### src/rtl/seg_scan_display_if.sv
// Display-side signal bundle for seg_scan_display: BCD time, edit/expiry state in,
// multiplexed 7-segment drive out.
interface seg_scan_display_if;
    logic [7:0] min_i;
    logic [7:0] sec_i;
    logic [7:0] ms_10_i;
    logic [1:0] target;
    logic       time_out;
    logic [5:0] an;
    logic [6:0] seg;
    logic       dp;

    modport master (
        output min_i, sec_i, ms_10_i, target, time_out,
        input  an, seg, dp
    );

    modport slave (
        input  min_i, sec_i, ms_10_i, target, time_out,
        output an, seg, dp
    );
endinterface

### src/rtl/seg_scan_display.sv
// Six-digit multiplexed 7-segment scanner with per-frame input snapshot,
// edit-field blinking and expiry flashing.
module seg_scan_display #(
    parameter int unsigned SCAN_DIV     = 50000,
    parameter int unsigned BLINK_FRAMES = 50
) (
    input  logic              clk_core,
    input  logic              rst,
    seg_scan_display_if.slave disp
);
    localparam int unsigned SW = $clog2(SCAN_DIV);
    localparam int unsigned BW = (BLINK_FRAMES > 1) ? $clog2(BLINK_FRAMES) : 1;
    localparam logic [SW-1:0] SCAN_LAST  = SW'(SCAN_DIV - 1);
    localparam logic [BW-1:0] BLINK_LAST = BW'(BLINK_FRAMES - 1);

    logic [SW-1:0] r_scan_cnt;
    logic [2:0]    r_digit_idx;
    logic [BW-1:0] r_blink_cnt;
    logic          r_blink_on;

    logic [7:0]    r_min;
    logic [7:0]    r_sec;
    logic [7:0]    r_ms;
    logic [1:0]    r_target;
    logic          r_time_out;

    logic [5:0]    r_an;
    logic [6:0]    r_seg;
    logic          r_dp;

    logic          w_scan_wrap;
    logic          w_frame_end;
    logic [3:0]    w_nibble;
    logic [6:0]    w_seg;
    logic          w_dp;
    logic          w_blank;
    logic [5:0]    w_an;

    assign w_scan_wrap = (r_scan_cnt == SCAN_LAST);
    assign w_frame_end = w_scan_wrap && (r_digit_idx == 3'd5);

    always_ff @(posedge clk_core) begin
        if (rst) begin
            r_scan_cnt  <= '0;
            r_digit_idx <= 3'd0;
            r_blink_cnt <= '0;
            r_blink_on  <= 1'b1;
        end else begin
            r_scan_cnt <= w_scan_wrap ? '0 : r_scan_cnt + SW'(1);
            if (w_scan_wrap) begin
                r_digit_idx <= (r_digit_idx == 3'd5) ? 3'd0 : r_digit_idx + 3'd1;
            end
            if (w_frame_end) begin
                if (r_blink_cnt == BLINK_LAST) begin
                    r_blink_cnt <= '0;
                    r_blink_on  <= ~r_blink_on;
                end else begin
                    r_blink_cnt <= r_blink_cnt + BW'(1);
                end
            end
        end
    end

    // Display only ever reads this copy, refreshed between frames, so a frame is never torn.
    always_ff @(posedge clk_core) begin
        if (rst || w_frame_end) begin
            r_min      <= disp.min_i;
            r_sec      <= disp.sec_i;
            r_ms       <= disp.ms_10_i;
            r_target   <= disp.target;
            r_time_out <= disp.time_out;
        end
    end

    always_comb begin
        w_nibble = 4'h0;
        w_seg    = 7'h7F;
        w_dp     = 1'b1;
        w_blank  = 1'b0;
        w_an     = ~(6'b000001 << r_digit_idx);

        case (r_digit_idx)
            3'd0:    w_nibble = r_ms[3:0];
            3'd1:    w_nibble = r_ms[7:4];
            3'd2:    w_nibble = r_sec[3:0];
            3'd3:    w_nibble = r_sec[7:4];
            3'd4:    w_nibble = r_min[3:0];
            default: w_nibble = r_min[7:4];
        endcase

        case (w_nibble)
            4'd0:    w_seg = 7'h40;
            4'd1:    w_seg = 7'h79;
            4'd2:    w_seg = 7'h24;
            4'd3:    w_seg = 7'h30;
            4'd4:    w_seg = 7'h19;
            4'd5:    w_seg = 7'h12;
            4'd6:    w_seg = 7'h02;
            4'd7:    w_seg = 7'h78;
            4'd8:    w_seg = 7'h00;
            4'd9:    w_seg = 7'h10;
            default: w_seg = 7'h3F;
        endcase

        w_dp = ~((r_digit_idx == 3'd2) || (r_digit_idx == 3'd4));

        // Expiry flash takes priority over edit-field blinking.
        if (r_time_out) begin
            w_blank = ~r_blink_on;
        end else if (!r_blink_on) begin
            case (r_target)
                2'b00:   w_blank = (r_digit_idx <= 3'd1);
                2'b01:   w_blank = (r_digit_idx == 3'd2) || (r_digit_idx == 3'd3);
                2'b10:   w_blank = (r_digit_idx >= 3'd4);
                default: w_blank = 1'b0;
            endcase
        end
    end

    always_ff @(posedge clk_core) begin
        if (rst) begin
            r_an  <= 6'h3F;
            r_seg <= 7'h7F;
            r_dp  <= 1'b1;
        end else begin
            r_an  <= w_an;
            r_seg <= w_blank ? 7'h7F : w_seg;
            r_dp  <= w_blank ? 1'b1 : w_dp;
        end
    end

    assign disp.an  = r_an;
    assign disp.seg = r_seg;
    assign disp.dp  = r_dp;
endmodule

### src/flat_wrapper.sv
// flat-port wrapper written by rule: the top's interface ports become plain ports
module seg_scan_display_flat 
#(
    parameter int unsigned SCAN_DIV     = 50000,
    parameter int unsigned BLINK_FRAMES = 50
)
  (clk_core, rst, disp_min_i, disp_sec_i, disp_ms_10_i, disp_target, disp_time_out, disp_an, disp_seg, disp_dp);
  seg_scan_display_if disp_i ();
  input  logic clk_core;
  input  logic rst;
  input wire logic [$bits(disp_i.min_i)-1:0] disp_min_i;
  input wire logic [$bits(disp_i.sec_i)-1:0] disp_sec_i;
  input wire logic [$bits(disp_i.ms_10_i)-1:0] disp_ms_10_i;
  input wire logic [$bits(disp_i.target)-1:0] disp_target;
  input wire logic [$bits(disp_i.time_out)-1:0] disp_time_out;
  output wire logic [$bits(disp_i.an)-1:0] disp_an;
  output wire logic [$bits(disp_i.seg)-1:0] disp_seg;
  output wire logic [$bits(disp_i.dp)-1:0] disp_dp;
  assign disp_i.min_i = disp_min_i;
  assign disp_i.sec_i = disp_sec_i;
  assign disp_i.ms_10_i = disp_ms_10_i;
  assign disp_i.target = disp_target;
  assign disp_i.time_out = disp_time_out;
  assign disp_an = disp_i.an;
  assign disp_seg = disp_i.seg;
  assign disp_dp = disp_i.dp;
  seg_scan_display #(.SCAN_DIV(SCAN_DIV), .BLINK_FRAMES(BLINK_FRAMES)) u_core (.clk_core(clk_core), .rst(rst), .disp(disp_i));
endmodule
### config.mk
export PLATFORM = sky130hd
export DESIGN_NAME = seg_scan_display_flat
export DESIGN_NICKNAME = d
export VERILOG_FILES = /design/src/rtl/seg_scan_display_if.sv /design/src/rtl/seg_scan_display.sv /design/src/flat_wrapper.sv
export SDC_FILE = /design/constraint.sdc
export NUM_CORES = 1
export LEC_CHECK = 0
export ABC_AREA = 1
export CORE_MARGIN = 10
export CORE_UTILIZATION = 56
export CTS_BUF_LIST = sky130_fd_sc_hd__clkbuf_4
export CTS_CLUSTER_DIAMETER = 60
export DETAILED_ROUTE_END_ITERATION = 16
export HOLD_SLACK_MARGIN = 0.15
export PLACE_DENSITY = 0.82
export SKIP_LAST_GASP = 1
export SYNTH_ARGS = -nofsm -noshare
export SYNTH_HDL_FRONTEND = slang
export SYNTH_SLANG_ARGS = --single-unit
### constraint.sdc
create_clock -name clk_core -period 2.54 [get_ports clk_core]
set_input_delay 0.254 -clock clk_core [delete_from_list [all_inputs] [get_ports clk_core]]
set_output_delay 0.254 -clock clk_core [all_outputs]
set_load 0.01 [all_outputs]
==> flow_summary.yaml, run 1 <==
outcome:
  status: "complete, no violations"
logic_synthesis:
  netlist_area_sq_um: 2890
  ys_seq_area_share_pct: 55.9
  muxShareOfSynthArea_pct: 0
  syn_nets: 366
  synthAdderAreaFrac_pct: 3.04
  yosysWarningCount: 0
  synth-seq-cells: 67
  synthCells: 330
  synth-simple-area-share_pct: 27.9
  synth_xor_area_share_pct: 2.73
  synth_cell_type_count: 26
  syn_avg_cell_area_sq_um: 8.74
  synth-compound-area-share_pct: 4.90
  synth_top_family_by_area: "simple AND/OR/NAND/NOR gates"
layout:
  antenna_cells: 0
  drive_above_1_share_pct: 8.03
  multi_input_area_sq_um: 1110
  seqCellArea_sq_um: 1610
  fin_nets: 417
  finalCoreUtilization_pct: 69.4
  area_delta_synth_final_pct: 21.3
  fillers: 412
critical_path:
  r2r_cells: 15
  slowest_stage: "dfxtp_1"
  max_stage_delay_ns: 0.53
  cp.required_ns: 2.88
  cp-end-kind: "flop"
  critPathMostFrequentCell: "nand2_1"
  arrival_ns: 2.48
  worst_r2r_endpoint: "u_core.disp.seg[3]"
  start_kind: "flop"
  cp_max_fo: 7
  path_class: "reg -> reg"
  path_cells: "nand2_1 -> inv_1 -> ha_1 -> inv_1 -> nand2_1 -> inv_1 -> nand3_1 -> inv_1 -> nor2_2 -> ha_1 -> inv_1 -> nand2_1 -> nand2_1 -> nand2_1 -> nand2_1"
  r2r_start: "u_core.r_digit_idx[1]"
  r2r_setup_slack_ns: 0.40
floorplan:
  die-area_sq_um: 8420
  start_util_pct: 57.2
  fp.dieH_um: 91.8
  rows: 26
  die_w_um: 91.8
  ios: 43
  core-area_sq_um: 5040
worst_hold_path:
  hold_path.startpoint: "disp_sec_i[5]"
  hold_class: "in -> reg"
  whs_path_depth: 1
  hold_end: "u_core.r_sec[5]"
sta:
  setup_violations: 0
  rsz0062_at_grt: "no"
  relSlewSlack_pct: 66.5
  slew_violations: 0
  worst_pin_slew_ns: 0.502
  tns_ns: 0
  fin_ws_ns: 0.403
  fmax_mhz: 468
  period_share_pct: 84.1
  hold_viol: 0
  fin_crit_ns: 2.14
  skew_ns: 0.0141
detailed_routing:
  route.detailed.drc: 0
  wire_per_inst_um: 12.9
  via_count: 2269
  drtIter0Drc: 168
  ant_nets: 0
  via_per_inst: 4.98
  dr.pass1.iters: 4
  routed_wl_um: 5880
run:
  drv_cap: 0
pwr:
  power_density_nw_per_um2: 538
  max-vdd-ir-drop_uv: 448
  p_leak_nw: 1.40
global_route:
  antenna_found_initial: 0
  grt_pass1_vias: 2309
  grt_overflow_total: 0
  grt.total_usage_pct: 15.0
  grt_max_degree: 29
  grt_pass1_wl_um: 10300
placed_design:
  hpwl_um: 4570
  port_buffers: 42
  dp_slack_ns: 0.462
  gp_congestion: 0.910
clock_network:
  htree_num_levels: 3
  clock_path_buffers: 2
  root_buffer: "clkbuf_4"
  post_cts_buffers: 0
  insertion_delay_ns: 0.40
  tritoncts: "done"
  clk_pin_slew_ns: 0.11
  postCtsHoldBufs: 0
  clock_sink_count: 67
  postCtsResizedCells: 0
  cts_made_buffers: 9
-- layout by cell type, fill, tap and decap left out, drive strengths merged --
master	instances
nand2	82
clkdlybuf4s50	42
dfxtp	40
inv	39
nand3	36
nor2	35
edfxtp	27
a21oi	15
nor3	14
clkbuf	13
nand4	8
o21ai	8
xor2	8
ha	7
clkinv	3
nand3b	2
nor3b	2
xnor2	1
o21bai	1
o211ai	1
or2	1
buf	1
-- cell families (layout without fill, tap and decap cells) --
logic type,Yosys count,in the layout
fa+ha+maj,7,7
simple gates,180,180
compound gates,25,25
buf+inv,42,98
xor+xnor,9,9
flops,67,67
-- synthesized netlist by cell type --
cell | count | share of area (%)
nor3_2 | 1 | 0.35
nand2_1 | 82 | 11
inv_1 | 35 | 4.6
nor3b_1 | 2 | 0.52
nand3b_1 | 2 | 0.52
nor2_2 | 5 | 1.1
a21oi_1 | 14 | 2.4
nand3_1 | 35 | 6.1
nor2_1 | 29 | 3.8
nor2_4 | 1 | 0.39
o21ai_0 | 8 | 1.4
o21bai_1 | 1 | 0.26
nand4_1 | 8 | 1.7
xnor2_1 | 1 | 0.30
xor2_1 | 8 | 2.4
inv_2 | 4 | 0.52
a21oi_4 | 1 | 0.56
or2_2 | 1 | 0.22
nor3_1 | 13 | 2.3
dfxtp_1 | 40 | 28
o211ai_1 | 1 | 0.26
ha_1 | 7 | 3.0
edfxtp_1 | 27 | 28
buf_2 | 2 | 0.35
nand3_2 | 1 | 0.35
clkbuf_1 | 1 | 0.13
-- critical path, delay by kind of cell (launching register included) --
kind	cells	cell delay, ns
adders and majority gates	2	0.53
buffers and inverters	5	0.34
DFF	1	0.53
and+or+nand+nor	8	0.69
-- routing by layer --
metal / global-route usage, % / vias up / routed length (um)
li1: - / 1191 / -
met1: 18.3 / 1021 / 2790
met2: 23.0 / 48 / 2680
met3: 4.81 / 9 / 289
met4: 8.74 / 0 / 116
met5: 0 / - / 0
-- state kept, by name, indices dropped and copies added, names as in the netlist --
register	count
u_core.disp.dp	1
u_core.r_blink_on	1
u_core.r_scan_cnt	16
u_core.r_time_out	1
u_core.r_target	2
u_core.disp.seg	7
u_core.disp.an	6
u_core.r_ms	8
u_core.r_digit_idx	3
u_core.r_min	8
u_core.r_blink_cnt	6
u_core.r_sec	8
-- how the worst max path moves through the flow --
stage	startpoint	end	slack [ns]	cells past startpoint
after floorplan	u_core.r_digit_idx[0]	u_core.r_min[0]	0.51	5
after global placement	u_core.r_digit_idx[1]	u_core.disp.seg[3]	0.52	15
after detailed placement	u_core.r_digit_idx[1]	u_core.disp.seg[3]	0.46	15
after CTS	u_core.r_digit_idx[1]	u_core.disp.seg[3]	0.41	15
after global routing	u_core.r_digit_idx[0]	u_core.disp.seg[4]	0.14	14
final	u_core.r_digit_idx[1]	u_core.disp.seg[3]	0.40	15
-- report_power, final --
group | total [mW] | switching (mW) | internal [mW]
Clock | 0.579 | 0.337 | 0.242
Combinational | 0.133 | 0.0615 | 0.0713
Sequential | 1.17 | 0.0129 | 1.16
-- layout make-up --
class | count | area share, %
inverter | 39 | 4.18
clock inverter | 3 | 0.429
timing repair buffer | 43 | 12.2
tap | 70 | 2.50
clock buffer | 13 | 2.79
sequential | 67 | 46.0
multi-input combinational | 221 | 31.8
-- metrics by stage --
step | power [mW] | hold slack (ns) | area [sq um] | cells
floorplan | 1.25 | 0.323 | 2890 | 330
finish | 1.88 | 0.410 | 3500 | 456
detailed placement | 1.33 | 0.438 | 3390 | 440
global placement | 1.32 | 0.431 | 3390 | 440
CTS | 1.90 | 0.382 | 3500 | 456
global route | 1.97 | 0.377 | 3500 | 456
No activity file was read; power rests on OpenSTA's default activity.
==> run 2, diff against run 1 <==
--- a/config.mk
+++ b/config.mk
@@ -7,12 +7,12 @@
 export LEC_CHECK = 0
 export ABC_AREA = 1
 export CORE_MARGIN = 10
-export CORE_UTILIZATION = 56
+export CORE_UTILIZATION = 50
 export CTS_BUF_LIST = sky130_fd_sc_hd__clkbuf_4
 export CTS_CLUSTER_DIAMETER = 60
 export DETAILED_ROUTE_END_ITERATION = 16
 export HOLD_SLACK_MARGIN = 0.15
-export PLACE_DENSITY = 0.82
+export PLACE_DENSITY = 0.78
 export SKIP_LAST_GASP = 1
 export SYNTH_ARGS = -nofsm -noshare
 export SYNTH_HDL_FRONTEND = slang
==> constraint.sdc (replaced) <==
create_clock -name clk_core -period 1.9 [get_ports clk_core]
set_input_delay 0.19 -clock clk_core [delete_from_list [all_inputs] [get_ports clk_core]]
set_output_delay 0.19 -clock clk_core [all_outputs]
set_load 0.01 [all_outputs]
==> run 2 against run 1 <==
Count of clock-buffer cells in the layout is 1 lower. Via count is 3.7% higher. Final cell count is 3.5% higher. Cell area is 5.4% higher. Clock power is 56% higher. Highest routed layer unchanged. Largest cell class unchanged. Total power is 41% higher. Critical path type unchanged. Global-route usage is 1.6 points lower. Core utilization is 2.9 points lower.
==> flow_summary.yaml, run 2 (synthesis results as in run 1) <==
outcome:
  status: "complete, no violations"
critical_path:
  path_class: "reg -> reg"
  crit_cells: 15
  critical_path.startpoint: "u_core.r_digit_idx[1]"
  max_stage_delay_ns: 0.34
  critPathMostFrequentCell: "nand2_1"
  arrival_ns: 2.05
  path_cells: "nand2_1 -> inv_1 -> ha_4 -> inv_1 -> nand2_1 -> inv_1 -> nand3_1 -> inv_2 -> nor2_4 -> ha_1 -> inv_1 -> nand2_1 -> nand2_1 -> nand2_1 -> nand2_1"
  r2r_start: "u_core.r_digit_idx[1]"
  start_kind: "flop"
  worst_r2r_endpoint: "u_core.disp.seg[3]"
  cp_max_fo: 5
  cp-endpoint: "u_core.disp.seg[3]"
  r2r_setup_slack_ns: 0.15
  slowest_stage: "dfxtp_2"
  crit_buf_inv: 5
  cp.required_ns: 2.20
  r2r_cells: 15
  cpLargestDelayFamily: "simple AND/OR/NAND/NOR gates"
  cp-end-kind: "flop"
detailed_routing:
  routed_wl_um: 5810
  via_count: 2352
  ant_nets: 0
  dr.pass1.iters: 4
  drtIter0Drc: 120
  wire_per_inst_um: 12.3
  route.detailed.drc: 0
  via_per_inst: 4.98
placed_design:
  gp_congestion: 0.899
  hpwl_um: 4480
  dp_cells: 455
  port_buffers: 42
layout:
  finalCoreUtilization_pct: 66.6
  area_delta_synth_final_pct: 27.8
  fin_nets: 431
  fillers: 472
  mostFrequentLayoutCell: "nand2_1"
  final_cell_mix: "nand2_1, clkdlybuf4s50_1, dfxtp_1"
  layout.cells.non_filler: 472
  largest_reg_flops: 16
  multi_input_area_sq_um: 1150
  seqCellArea_sq_um: 1620
  drive_above_1_share_pct: 13.3
  regMostFlops: "u_core.r_scan_cnt"
  antenna_cells: 0
clock_network:
  htree_num_levels: 3
  postCtsHoldBufs: 0
  insertion_delay_ns: 0.40
  tritoncts: "done"
  clk_pin_slew_ns: 0.10
  root_buffer: "clkbuf_4"
  clock_sink_count: 67
  cts_made_buffers: 9
  clock_path_buffers: 2
run:
  drv_cap: 0
global_route:
  grtUsageMet2_pct: 21.7
  grt_pass1_wl_um: 9720
  grt.busiest_layer: "met2"
  grt_overflow_total: 0
  grtUsageMet1_pct: 15.8
  grt_max_degree: 29
  antenna_found_initial: 0
  grt_use_met3_pct: 4.28
  grt_pass1_vias: 2215
  grt.total_usage_pct: 13.5
sta:
  setup_violations: 0
  period_share_pct: 92.1
  skew_ns: 0.0141
  tns_ns: 0
  fmax_mhz: 572
  hold_viol: 0
  relSlewSlack_pct: 73.6
  slew_violations: 0
  rsz0062_at_grt: "yes"
  fin_crit_ns: 1.75
  worst_pin_slew_ns: 0.392
pwr:
  p_int_mw: 2.09
  share_seq_of_total_power_pct: 58.9
  p_leak_nw: 1.49
  power.share.clock_pct: 34.0
  power_frac_comb_pct: 7.1
  max-vdd-ir-drop_uv: 492
  power_density_nw_per_um2: 720
  swShare_pct: 21.3
  net-switching-power_mw: 0.565
worst_hold_path:
  hold_class: "in -> reg"
floorplan:
  die-area_sq_um: 9210
  ios: 43
  core-area_sq_um: 5540
  start_util_pct: 52.1
  rows: 27
  die_w_um: 96.0
  fp.dieH_um: 96.0
[run 2: changes by cell type in the layout (fill, tap and decap cells not counted), sizes merged]
cell    change
buf        +14
clkbuf      -1
bufinv      +1
[run 2: repair_timing]
| action | CTS | global route |
|---|---|---|
| setup endpoints to repair | 0 | 10 |
| gates resized for setup | 0 | 14 |
| buffers inserted | 0 | 1 |
[run 2: worst min path at each step]
stage                         startpoint  depth (start not counted)                     to
finish                     disp_min_i[0]                          1        u_core.r_min[0]
global route               disp_min_i[2]                          1        u_core.r_min[2]
CTS                        disp_min_i[4]                          1        u_core.r_min[4]
detailed placement  u_core.r_scan_cnt[0]                          1   u_core.r_scan_cnt[0]
global placement    u_core.r_scan_cnt[0]                          1   u_core.r_scan_cnt[0]
floorplan                            rst                          1  u_core.r_blink_cnt[0]
[run 2: routing by layer]
metal | routed length (um) | part of all wire, %
met5 | 0 | 0
met4 | 123 | 2.1
met3 | 360 | 6.2
met2 | 2780 | 48
met1 | 2540 | 44
[run 2: area by class of cell]
cell class	count	area share (%)
clock inverter	4	1.19
tap	72	2.44
timing repair buffer	57	14.8
multi-input combinational	221	31.2
sequential	67	43.9
clock buffer	12	2.44
inverter	39	4.04
[run 2: power groups by stage]
stage	Sequential (mW)	Clock, mW	Combinational [mW]
3_5_place_dp	1.60	0	0.189
5_1_grt	1.57	0.999	0.208
3_3_place_gp	1.60	0	0.185
6_report	1.56	0.903	0.187
2_1_floorplan	1.60	0	0.0717
4_1_cts	1.56	0.937	0.190
[run 2: through the flow]
step,hold WS [ns],area (sq um),total power [mW],setup slack (ns)
after floorplan,0.259,2890,1.67,0.109
after global placement,0.430,3500,1.78,0.141
after detailed placement,0.439,3500,1.79,0.0461
after CTS,0.303,3640,2.69,0.0418
after global routing,0.292,3690,2.77,-0.0168
final,0.330,3690,2.65,0.151
